File: src/rtl/timer_pin_periph_if.sv
// Register bus between the control unit and the timer peripheral.
// Latency: none; this is wiring only. The read data is registered inside the peripheral.
// Backpressure: none. Strobes are single-cycle and always accepted.
// Ports (via modports):
//   master (CU side): drives wr_en, rd_en, addr, wdata; receives rdata
//   slave (peripheral side): receives wr_en, rd_en, addr, wdata; drives rdata
interface timer_pin_periph_if #(
  parameter int WIDTH = 8
);
  logic             wr_en;
  logic             rd_en;
  logic [1:0]       addr;
  logic [WIDTH-1:0] wdata;
  logic [WIDTH-1:0] rdata;

  modport master (output wr_en, output rd_en, output addr, output wdata, input rdata);
  modport slave  (input wr_en, input rd_en, input addr, input wdata, output rdata);
endinterface

File: src/rtl/timer_pin_periph.sv
// Bus-mapped timer that prescales clk, counts up to a compare value and toggles a GPIO pin on each match.
// Latency: writes take effect on the strobe edge. Read data appears one cycle after rd_en.
// Backpressure: none. Every bus access is accepted in the cycle it is presented.
// Ports:
//   clk    system clock, all logic on posedge
//   reset  asynchronous, active-low reset
//   bus    register bus (slave modport): wr_en, rd_en, addr, wdata, rdata
//   pin    timer-driven GPIO output
//   irq    match interrupt, flag & CTRL[2] (present only with TIMER_IRQ_EN)
// Register map: 0 CTRL {flag,0..,irq_mask,periodic,en}, 1 PRESC, 2 CMP, 3 COUNT (write bit0=1 clears flag)
// Optional feature macro: TIMER_IRQ_EN (adds the irq output)
module timer_pin_periph #(
  parameter int   WIDTH     = 8,
  parameter logic PIN_RESET = 1'b0
) (
  input  logic                 clk,
  input  logic                 reset,
  timer_pin_periph_if.slave    bus,
  output logic                 pin
`ifdef TIMER_IRQ_EN
  ,
  output logic                 irq
`endif
);

  localparam logic [WIDTH-1:0] ONE = {{(WIDTH-1){1'b0}}, 1'b1};

  logic [2:0]       ctrl,    ctrl_nxt;
  logic [WIDTH-1:0] presc,   presc_nxt;
  logic [WIDTH-1:0] cmp,     cmp_nxt;
  logic [WIDTH-1:0] pre_cnt, pre_nxt;
  logic [WIDTH-1:0] count,   count_nxt;
  logic             flag,    flag_nxt;
  logic             pin_nxt;
  logic [WIDTH-1:0] rd_val;
  logic             tick;
  logic             match;

  // Next-state logic. The timer update is evaluated first and bus writes
  // override it, except that a match always sets the flag (set beats W1C).
  always_comb begin
    ctrl_nxt  = ctrl;
    presc_nxt = presc;
    cmp_nxt   = cmp;
    pre_nxt   = pre_cnt;
    count_nxt = count;
    flag_nxt  = flag;
    pin_nxt   = pin;
    tick      = ctrl[0] && (pre_cnt == presc);
    match     = tick && (count == cmp);

    if (ctrl[0]) begin
      if (tick) begin
        pre_nxt   = '0;
        count_nxt = match ? '0 : count + ONE;  // natural wrap past 2^WIDTH-1
      end else begin
        pre_nxt   = pre_cnt + ONE;
      end
    end

    if (match) begin
      pin_nxt = ~pin;
      if (!ctrl[1]) ctrl_nxt[0] = 1'b0;     // one-shot ends after its match
    end

    if (bus.wr_en) begin
      case (bus.addr)
        2'd0: begin
          // A CTRL write disabling en lands after the match above completed,
          // so that match still updates flag and pin on this edge.
          ctrl_nxt = bus.wdata[2:0];
          if (!ctrl[0] && bus.wdata[0]) begin
            pre_nxt   = '0;
            count_nxt = '0;
          end
        end
        2'd1:    presc_nxt = bus.wdata;
        2'd2:    cmp_nxt   = bus.wdata;
        default: if (bus.wdata[0]) flag_nxt = 1'b0;
      endcase
    end

    if (match) flag_nxt = 1'b1;
  end

  // Read mux sees pre-edge values, so a same-cycle write returns the old value.
  always_comb begin
    rd_val = '0;
    case (bus.addr)
      2'd0:    rd_val = {flag, {(WIDTH-4){1'b0}}, ctrl};
      2'd1:    rd_val = presc;
      2'd2:    rd_val = cmp;
      default: rd_val = count;
    endcase
  end

  always_ff @(posedge clk or negedge reset) begin
    if (!reset) begin
      ctrl      <= '0;
      presc     <= '0;
      cmp       <= '0;
      pre_cnt   <= '0;
      count     <= '0;
      flag      <= 1'b0;
      pin       <= PIN_RESET;
      bus.rdata <= '0;
    end else begin
      ctrl    <= ctrl_nxt;
      presc   <= presc_nxt;
      cmp     <= cmp_nxt;
      pre_cnt <= pre_nxt;
      count   <= count_nxt;
      flag    <= flag_nxt;
      pin     <= pin_nxt;
      if (bus.rd_en) bus.rdata <= rd_val;
    end
  end

`ifdef TIMER_IRQ_EN
  // Built from next-state values so irq rises on the same edge as flag.
  always_ff @(posedge clk or negedge reset) begin
    if (!reset) irq <= 1'b0;
    else        irq <= flag_nxt & ctrl_nxt[2];
  end
`endif

endmodule

File: src/flat_wrapper.sv
// flat-port wrapper written by rule: the top's interface ports become plain ports
module timer_pin_periph_flat 
#(
  parameter int   WIDTH     = 8,
  parameter logic PIN_RESET = 1'b0
)
  (clk, reset, pin, bus_wr_en, bus_rd_en, bus_addr, bus_wdata, bus_rdata);
  timer_pin_periph_if #(.WIDTH(WIDTH)) bus_i ();
  input  logic clk;
  input  logic reset;
  output logic pin;
  input wire logic [$bits(bus_i.wr_en)-1:0] bus_wr_en;
  input wire logic [$bits(bus_i.rd_en)-1:0] bus_rd_en;
  input wire logic [$bits(bus_i.addr)-1:0] bus_addr;
  input wire logic [$bits(bus_i.wdata)-1:0] bus_wdata;
  output wire logic [$bits(bus_i.rdata)-1:0] bus_rdata;
  assign bus_i.wr_en = bus_wr_en;
  assign bus_i.rd_en = bus_rd_en;
  assign bus_i.addr = bus_addr;
  assign bus_i.wdata = bus_wdata;
  assign bus_rdata = bus_i.rdata;
  timer_pin_periph #(.WIDTH(WIDTH), .PIN_RESET(PIN_RESET)) u_core (.clk(clk), .reset(reset), .bus(bus_i), .pin(pin));
endmodule
File: config.mk
export PLATFORM = sky130hd
export DESIGN_NAME = timer_pin_periph_flat
export DESIGN_NICKNAME = d
export VERILOG_FILES = /design/src/rtl/timer_pin_periph_if.sv /design/src/rtl/timer_pin_periph.sv /design/src/flat_wrapper.sv
export SDC_FILE = /design/constraint.sdc
export NUM_CORES = 1
export LEC_CHECK = 0
export BUFFER_PORTS_ARGS = -buffer_cell sky130_fd_sc_hd__buf_4
export CORE_MARGIN = 5
export CORE_UTILIZATION = 30
export CTS_CLUSTER_SIZE = 40
export DETAILED_ROUTE_END_ITERATION = 16
export PLACE_DENSITY = 0.51
export SLEW_MARGIN = 30
export SYNTH_ARGS = -nofsm -noshare
export SYNTH_HDL_FRONTEND = slang
export SYNTH_SLANG_ARGS = --single-unit
File: constraint.sdc
create_clock -name clk -period 2.9 [get_ports clk]
set_input_delay 0.145 -clock clk [delete_from_list [all_inputs] [get_ports clk]]
set_output_delay 0.145 -clock clk [all_outputs]
set_load 0.005 [all_outputs]
==> out/metrics.cfg, run 1 <==
[logic_synthesis]
postSynthAreaPerCell_sq_um=11.13
yosys-top-cells-count=dfrtp_1, mux2_2, nand2_1
synth_top_area_share_pct=46.83
ys_warn_count=0
synth_nets=232
synth_seq_cells=45
synth_area_sq_um=2405
ys_types=41
synth_ff_type=dfrtp_1
synth_area_leader_cell=dfrtp_1
synth_cells=216
synth_edf_count=0
synthArstFlopShare_pct=100.0
synth-seq-area-share_pct=46.83
synth.area.top_cells=dfrtp_1, mux2_2, xor2_1, mux4_2, nand2_1
synth.most_common_cell=dfrtp_1

[place]
place_area_sq_um=2634
dpl.hpwl_um=4047
pre_cts_slack_ns=0.8392
place_congestion=0.7879
dp_cells=330
placement.io_buffers=22

[critical_path]
arrival_ns=2.27
worstSetupPathType=flip-flop to flip-flop
cpMaxStageDelayCell=dfrtp_1
crit_buf_inv=0
path_cells=xor2_1 -> nor4_2 -> nand2_1 -> o21a_1 -> o31a_1
crit_path_end_kind=flip-flop
max_stage_delay_ns=0.48
cp_top_family=simple AND/OR/NAND/NOR gates
required_ns=3.09
crit_fanout=12
cp-start-kind=flip-flop

[die]
dieHeight_um=99.53
start_util_pct=30.96
die-area_sq_um=9906
die_w_um=99.53
pin_count=23
rows=32
core_sq_um=7767

[run]
drv_cap=0

[worst_hold_path]
hp-class=primary input to flip-flop

[timing]
period_share_pct=71.69
worst_pin_slew_ns=0.5963
hold_viol_final=0
relSlewSlack_pct=60.24
rsz0062_at_grt=false
slew_viol_final=0
setup_ws_ns=0.8211
clock_skew_ns=0.009925
setup_violations=0
max_freq_mhz=481.0
tns_ns=0
min_period_ns=2.079

[global_routing]
gr-usage-met3_pct=2.034
grt_start_max_net_pins=46
grt-ovfl-total=0
first_global_vias=1771
grt_first_pass_wirelength_um=9453
met2_usage_pct=19.63
use_met1_pct=16.54
grt_usage_pct=12.02
busiest_layer=met2
grt_antenna_before_repair=0

[drt]
drc=0
detail_route.wl_per_cell_um=16.55
drt_iter0_markers=79
wirelength_um=5594
vias=1655
first_pass_iters=4
detail_route.vias_per_cell=4.896
ant_nets=0

[finish]
final_area_sq_um=2748
diodes=0
final_cells=338
syn2layout_area_growth_pct=14.26
drive_above_1_share_pct=30.08
final_util_pct=35.37
nets=252

[power]
power.density_nw_per_um2=698.5
leakagePower_uw=0.001175
peakVddDrop_v=0.0001921

[cts]
cts_setup_buffers=0
path_clk_slew_ns=0.09
root_buffer=clkbuf_8
cts-buffers-inserted=5
cts_htree_levels=2
post_cts_resized=0
cts_hold_buf=1
cts_buffer_depth=2
clock_latency_ns=0.29
cts_tree=built
cts_sinks=45

[run_status]
status=finished clean

worst reg2reg max path, delay by kind of cell (launching register included):
family          cells  cell delay [ns]
compound gates      2             0.54
xor+xnor            1             0.21
flops               1             0.48
simple gates        2             0.74
cells in the final DEF, fill, tap and decap left out, drive strengths merged, types with 2 or more instances in the layout:
master / netlist / layout
nand2: 24 / 24
nor3: 4 / 4
mux2: 25 / 25
o21ai: 6 / 6
a21oi: 12 / 12
xor2: 17 / 17
and4: 3 / 3
clkbuf: 2 / 5
o22ai: 4 / 4
mux4: 4 / 4
xnor2: 5 / 5
a22oi: 4 / 4
nor2: 14 / 14
nand4: 3 / 3
dfrtp: 45 / 45
buf: 9 / 23
nand3b: 4 / 4
or2: 2 / 2
ha: 2 / 2
nor4: 3 / 3
and3: 2 / 2
nand3: 10 / 10
routing by layer:
| layer | part of all wire, % | wire (um) |
|---|---|---|
| met2 | 47 | 2643 |
| met4 | 0.68 | 38 |
| met5 | 0 | 0 |
| met3 | 3.0 | 169 |
| met1 | 49 | 2742 |
where the power goes:
group          leakage, uW  switching [uW]  internal (uW)
combinational     0.000568             225            270
clock            0.0000540             214            251
sequential        0.000553             193            767
total              0.00118             631           1290
registers in the layout (all words and copies together) (netlist names):
register / flops
u_core.bus.rdata: 8
u_core.cmp: 8
u_core.count: 8
u_core.pre_cnt: 8
u_core.presc: 8
u_core.ctrl: 3
u_core.flag: 1
u_core.pin: 1
final timing paths:
kind	from	end	slack, ns	depth (start not counted)
worst max register to register	u_core.count[1]	u_core.ctrl[0]	0.82	5
min in group asynchronous	reset	u_core.count[6]	0.39	2
worst max-delay path	u_core.count[1]	u_core.ctrl[0]	0.82	5
worst min-delay path	bus_wdata[7]	u_core.cmp[7]	0.09	2
max in group asynchronous	reset	u_core.pre_cnt[5]	2.09	2
worst min register to register	u_core.pin	u_core.pin	0.47	1
layout make-up:
class	count	area, sq um
Fill cell	819	5020
Tap cell	102	127.6
Clock inverter	2	35.03
Timing Repair Buffer	24	182.7
Clock buffer	5	68.82
Inverter	1	3.754
Multi-Input combinational cell	159	1204
Sequential cell	45	1126
metrics by stage:
step | hold WS (ns) | total power, uW
floorplan | -0.1506 | 1299
global placement | 0.2005 | 1461
detailed placement | 0.1983 | 1469
CTS | 0.08500 | 1941
global route | 0.07688 | 2051
finish | 0.09111 | 1919
cells by family after synthesis:
logic type | after synthesis | share of synthesized area (%)
fa+ha+maj | 2 | 1.040
simple gates | 75 | 17.07
buf+inv | 12 | 3.121
compound gates | 31 | 8.169
mux | 29 | 15.45
flops | 45 | 46.83
xor+xnor | 22 | 8.325
Note: power is estimated with default switching activity, not from simulation.
==> run 2, diff against run 1 <==
--- a/config.mk
+++ b/config.mk
@@ -10,7 +10,7 @@
 export CORE_UTILIZATION = 30
 export CTS_CLUSTER_SIZE = 40
 export DETAILED_ROUTE_END_ITERATION = 16
-export PLACE_DENSITY = 0.51
+export PLACE_DENSITY = 0.53
 export SLEW_MARGIN = 30
 export SYNTH_ARGS = -nofsm -noshare
 export SYNTH_HDL_FRONTEND = slang
==> constraint.sdc (replaced) <==
create_clock -name clk -period 1.8 [get_ports clk]
set_input_delay 0.09 -clock clk [delete_from_list [all_inputs] [get_ports clk]]
set_output_delay 0.09 -clock clk [all_outputs]
set_load 0.005 [all_outputs]
==> run 2 against run 1 <==
Clock skew rose by 0.0030 ns. Combinational power rose by 120%. Clock power rose by 41%. Design area rose by 5.8%. Sequential power rose by 52%. Die area did not move. Fmax rose by 22%. Via count rose by 5.2%. Sequential cell count did not move. Global-route usage rose by 0.57 points. Register-to-register slack got worse by 0.73 ns. Critical path type unchanged.
==> out/metrics.cfg, run 2 (synthesis results as in run 1) <==
[run_status]
status=finished clean

[timing]
hold_viol_final=0  ; unchanged
worst_pin_slew_ns=0.6012  ; +0.004893 ns
relSlewSlack_pct=59.92  ; -0.33 points
rsz0062_at_grt=false
tns_ns=0  ; unchanged
max_freq_mhz=586.4  ; +22%
min_period_ns=1.705  ; -0.3735 ns
slew_viol_final=0  ; unchanged
clock_skew_ns=0.01291  ; +0.002987 ns
setup_violations=0  ; unchanged
setup_ws_ns=0.09454  ; -0.7265 ns
period_share_pct=94.75  ; +23 points

[die]
die_w_um=99.53  ; unchanged
rows=32  ; unchanged
core_sq_um=7767  ; unchanged
die-area_sq_um=9906  ; unchanged
pin_count=23  ; unchanged
dieHeight_um=99.53  ; unchanged
start_util_pct=30.96  ; unchanged

[finish]
final_common_cell=dfrtp_1
final_cell_mix=dfrtp_1, buf_4, mux2_2, nand2_1, xor2_1
syn2layout_area_growth_pct=20.92
nets=273  ; +8.3%
diodes=0  ; unchanged
final_area_sq_um=2908  ; +5.8%
drive_above_1_share_pct=36.82  ; +6.7 points

[drt]
detail_route.vias_per_cell=4.836  ; -1.2%
detail_route.wl_per_cell_um=16.16  ; -2.3%
first_pass_iters=4  ; unchanged
drt_iter0_markers=62  ; -22%
vias=1741  ; +5.2%
drc=0  ; unchanged
ant_nets=0  ; unchanged
wirelength_um=5819  ; +4.0%

[global_routing]
grt_start_max_net_pins=46  ; unchanged
grt_first_pass_wirelength_um=9687  ; +2.5%
grt_antenna_before_repair=0  ; unchanged
first_global_vias=1845  ; +4.2%
grt-ovfl-total=0  ; unchanged
grt_usage_pct=12.59  ; +0.57 points

[run]
drv_cap=0  ; unchanged

[worst_hold_path]
hp-class=primary input to flip-flop

[critical_path]
worstSetupPathType=flip-flop to flip-flop
cp-start-kind=flip-flop
arrival_ns=1.87  ; -0.40 ns
crit_fanout=11  ; -1
crit_path_end_kind=flip-flop
required_ns=1.97  ; -1.12 ns

[cts]
cts_tree=built
path_clk_slew_ns=0.10  ; about the same
clock_latency_ns=0.30  ; about the same
cts_setup_buffers=0  ; unchanged
cts-buffers-inserted=5  ; unchanged
cts_htree_levels=2  ; unchanged
root_buffer=clkbuf_8
cts_sinks=45  ; unchanged
cts_buffer_depth=2  ; unchanged

[power]
peakVddDrop_v=0.0003353  ; +75%
leakagePower_uw=0.001274  ; +8.4%
power.density_nw_per_um2=1100  ; +57%

[place]
dpl.hpwl_um=4345  ; +7.4%
placement.io_buffers=22  ; unchanged
place_area_sq_um=2791  ; +6.0%
place_congestion=0.7608  ; -3.4%
pre_cts_slack_ns=0.04940  ; -0.7898 ns

[run 2: cell type report]
class,instances,area (sq um)
Clock buffer,5,68.82
Clock inverter,3,21.27
Fill cell,807,4860
Inverter,1,3.754
Multi-Input combinational cell,159,1215
Sequential cell,45,1127
Tap cell,102,127.6
Timing Repair Buffer,45,344.1
[run 2: stage by stage]
step,hold slack [ns],total power [uW],instances,utilization (%)
floorplan,-0.2056,2092,216,-
global placement,0.1461,2532,351,35.94
detailed placement,0.1415,2545,351,35.94
CTS,0.01059,3201,360,37.23
global route,0.006272,3430,360,37.44
finish,0.01613,3197,360,37.44
[run 2: power breakdown]
| group | leakage, uW | switching, uW | internal (uW) | total (uW) |
|---|---|---|---|---|
| logic | 0.000677 | 507 | 572 | 1080 |
| clock network | 0.0000445 | 379 | 276 | 656 |
| registers | 0.000552 | 226 | 1240 | 1460 |
| total | 0.00127 | 1110 | 2090 | 3200 |
[run 2: critical path, cell delays in order (launching register included)]
cell and delay [ns]:
dfrtp_1 0.42, xor2_1 0.20, nor4_2 0.36, nand2_1 0.12
buf_4 0.20, a21oi_1 0.14, o22ai_1 0.13
[run 2: timing repair]
item | CTS | global route
endpoints found under the setup margin | 0 | 9
endpoints found under the hold margin | 45 | 0
gates resized for setup | 0 | 5
hold buffers | 1 | 0
[run 2: worst paths after layout]
kind                       slack [ns]               to       startpoint  depth (start not counted)
max in group asynchronous        1.05  u_core.presc[7]            reset                          2
min                              0.02   u_core.ctrl[1]     bus_wdata[1]                          3
min reg2reg                      0.48       u_core.pin       u_core.pin                          1
max                              0.09  u_core.count[5]  u_core.count[1]                          6
min in group asynchronous        0.33  u_core.count[7]            reset                          2
max reg2reg                      0.09  u_core.count[5]  u_core.count[1]                          6
[run 2: layer usage]
| metal | global-route usage [%] | up-vias | wire (um) |
|---|---|---|---|
| li1 | - | 852 | - |
| met1 | 16.77 | 854 | 2622 |
| met2 | 20.82 | 28 | 2941 |
| met3 | 2.805 | 7 | 208 |
| met4 | 3.046 | 0 | 47 |
| met5 | 0 | - | 0 |
==> run 3, diff against run 2 <==
--- a/config.mk
+++ b/config.mk
@@ -5,6 +5,7 @@
 export SDC_FILE = /design/constraint.sdc
 export NUM_CORES = 1
 export LEC_CHECK = 0
+export ABC_AREA = 1
 export BUFFER_PORTS_ARGS = -buffer_cell sky130_fd_sc_hd__buf_4
 export CORE_MARGIN = 5
 export CORE_UTILIZATION = 30
==> run 3 against run 2 <==
Final cell count up 21%. Non-clock buffer count down 19. Power down 15%. Worst setup slack better by 0.16 ns. Area after synthesis down 2.1%. Largest power group unchanged. Critical path type unchanged. Synthesized cell count up 42%.
==> out/metrics.cfg, run 3 <==
[run_status]
status=finished clean

[place]
dpl.hpwl_um=4421  ; +1.8%
place_congestion=0.8568  ; +13%
placement.io_buffers=22  ; unchanged

[logic_synthesis]
synth_area_sq_um=2354  ; -2.1%
synth.area.top_cells=dfrtp_1, nand2_1, o21ai_0, inv_1, nor2_1
yosys-top-cells-count=nand2_1, dfrtp_1, inv_1
synthArstFlopShare_pct=100.0  ; unchanged
synth_nets=322  ; +39%
synth.most_common_cell=nand2_1
synth_edf_count=0  ; unchanged
ys_warn_count=0  ; unchanged
synth_area_leader_cell=dfrtp_1
synth-seq-area-share_pct=47.85  ; +1.0 points
synth_top_area_share_pct=47.85  ; +1.0 points
synth_ff_type=dfrtp_1
synth_seq_cells=45  ; unchanged
postSynthAreaPerCell_sq_um=7.691  ; -31%
synth_cells=306  ; +42%
ys_types=29  ; -29%

[drt]
vias=1971  ; +13%
drc=0  ; unchanged
wl_met2_um=2423  ; -18%
detail_route.vias_per_cell=4.521  ; -6.5%
ant_nets=0  ; unchanged
dr_wl_met3_um=302  ; +45%
wirelength_um=5754  ; -1.1%
met1_length_um=2955  ; +13%
drt_iter0_markers=139  ; +120%
routed.top_layer=met4
detail_route.wl_per_cell_um=13.20  ; -18%
first_pass_iters=4  ; unchanged

[timing]
period_share_pct=85.88  ; -8.9 points
slew_viol_final=0  ; unchanged
min_period_ns=1.546  ; -0.1597 ns
clock_skew_ns=0.007408  ; -0.005503 ns
tns_ns=0  ; unchanged
worst_pin_slew_ns=0.5932  ; -0.008068 ns
setup_violations=0  ; unchanged
max_freq_mhz=646.9  ; +10%
rsz0062_at_grt=false
relSlewSlack_pct=60.46  ; +0.54 points
hold_viol_final=0  ; unchanged

[global_routing]
first_global_vias=1890  ; +2.4%
grt_start_max_net_pins=46  ; unchanged
grt_antenna_before_repair=0  ; unchanged
grt_usage_pct=12.48  ; -0.11 points
grt_first_pass_wirelength_um=9708  ; +0.22%
grt-ovfl-total=0  ; unchanged

[cts]
cts-buffers-inserted=5  ; unchanged
clock_latency_ns=0.30  ; about the same
cts_tree=built
cts_sinks=45  ; unchanged
root_buffer=clkbuf_8
cts_buffer_depth=2  ; unchanged
cts_htree_levels=2  ; unchanged
path_clk_slew_ns=0.09  ; about the same

[critical_path]
r2r_cells=6  ; unchanged
worstSetupPathDepth=6  ; unchanged
crit_path_end_kind=flip-flop
max_stage_delay_ns=0.46  ; +0.04 ns
cp-start-kind=flip-flop
cp_top_family=simple AND/OR/NAND/NOR gates
crit_path_frequent_cell=nand2_1
worstSetupPathType=flip-flop to flip-flop
crit_fanout=5  ; -6
crit_buf_inv=0  ; -1
required_ns=1.99  ; +0.02 ns
path_cells=ha_1 -> nand2_1 -> nor4_1 -> nand3_1 -> nand2_1 -> nor2_2
cpMaxStageDelayCell=dfrtp_1
arrival_ns=1.74  ; -0.13 ns

[power]
seq_power_share_pct=51.3  ; +5.5 points
power.density_nw_per_um2=992.7  ; -9.7%
total_power_uw=2713  ; -15%
p_int_uw=1772  ; -15%
p_switching_uw=940.4  ; -15%
sw_frac_of_total_pct=34.67  ; -0.093 points
peakVddDrop_v=0.0003985  ; +19%
combPwrFrac_pct=25.1  ; -8.6 points
p_clk_share_pct=23.6  ; +3.1 points
leakagePower_uw=0.001367  ; +7.3%

[finish]
nets=349  ; +28%
diodes=0  ; unchanged
fillers=854  ; +5.8%
final_common_cell=nand2_1
drive_above_1_share_pct=15.87  ; -21 points
final_cell_mix=nand2_1, dfrtp_1, inv_1, o21ai_0, nor2_1
syn2layout_area_growth_pct=16.11

[worst_hold_path]
hp-class=primary input to flip-flop
whs_path_depth=3  ; unchanged

[die]
start_util_pct=30.62  ; -0.34 points
core_sq_um=7687  ; -1.0%
pin_count=23  ; unchanged
die_w_um=98.57  ; -0.96%
rows=32  ; unchanged
dieHeight_um=98.57  ; -0.96%
die-area_sq_um=9716  ; -1.9%

[run]
drv_cap=0  ; unchanged

run 3: worst paths after layout:
| kind | endpoint | slack, ns | start |
|---|---|---|---|
| worst max-delay path | u_core.count[6] | 0.25 | u_core.count[1] |
| worst min-delay path | u_core.cmp[4] | 0.05 | bus_wdata[4] |
| worst max register to register | u_core.count[6] | 0.25 | u_core.count[1] |
| worst min register to register | u_core.bus.rdata[2] | 0.49 | u_core.bus.rdata[2] |
| max in group asynchronous | u_core.bus.rdata[3] | 1.06 | reset |
| min in group asynchronous | u_core.pre_cnt[6] | 0.32 | reset |
run 3: through the flow:
stage / area [sq um] / hold WS [ns] / utilization (%) / setup slack [ns] / std cells
finish: 2733 / 0.04722 / 35.55 / 0.2542 / 436
global route: 2733 / 0.03979 / 35.55 / 0.08281 / 436
CTS: 2733 / 0.03690 / 35.55 / 0.2433 / 436
detailed placement: 2633 / 0.1383 / 34.24 / 0.2586 / 427
global placement: 2633 / 0.1402 / 34.24 / 0.2475 / 427
floorplan: 2354 / -0.2056 / - / 0.4717 / 306
run 3: area by class of cell:
type                    instances  area (sq um)  share of cell area [%]
inverters                      44         165.2                   6.044
clock inverters                 3         21.27                  0.7784
multi-input cells             211          1026                   37.55
well taps                     102         127.6                   4.670
repair buffers                 26         197.7                   7.234
clock buffers                   5         68.82                   2.518
flip-flops and latches         45          1126                   41.21
run 3: routing by layer:
metal / vias up / track usage (%)
li1: 1021 / -
met1: 889 / 18.90
met2: 54 / 17.63
met3: 7 / 2.689
met4: 0 / 3.887
met5: - / 0
run 3: worst reg2reg max path: stages (launching register included):
cell and delay, ns:
dfrtp_1 0.46, ha_1 0.22, nand2_1 0.08, nor4_1 0.40, nand3_1 0.14, nand2_1 0.10, nor2_2 0.04
run 3: repair_timing:
item,in CTS,in global routing
buffers inserted,0,0
gates resized for setup,0,0
hold buffers,1,0
endpoints found under the hold margin,45,0
run 3: power by group through the flow:
stage,logic (uW),clock network [uW],registers (uW)
finish,680,641,1390
floorplan,491,0,1340
global placement,680,0,1410
CTS,689,665,1390
global route,780,707,1420
detailed placement,686,0,1410
run 3: logic make-up after synthesis:
| family | after synthesis | share of synthesized area, % |
|---|---|---|
| AOI/OAI and AO/OA | 48 | 11.59 |
| xor gates and xnor gates | 10 | 3.722 |
| adders and majority gates | 2 | 1.063 |
| buffers and inverters | 50 | 8.559 |
| DFF | 45 | 47.85 |
| and+or+nand+nor | 151 | 27.22 |
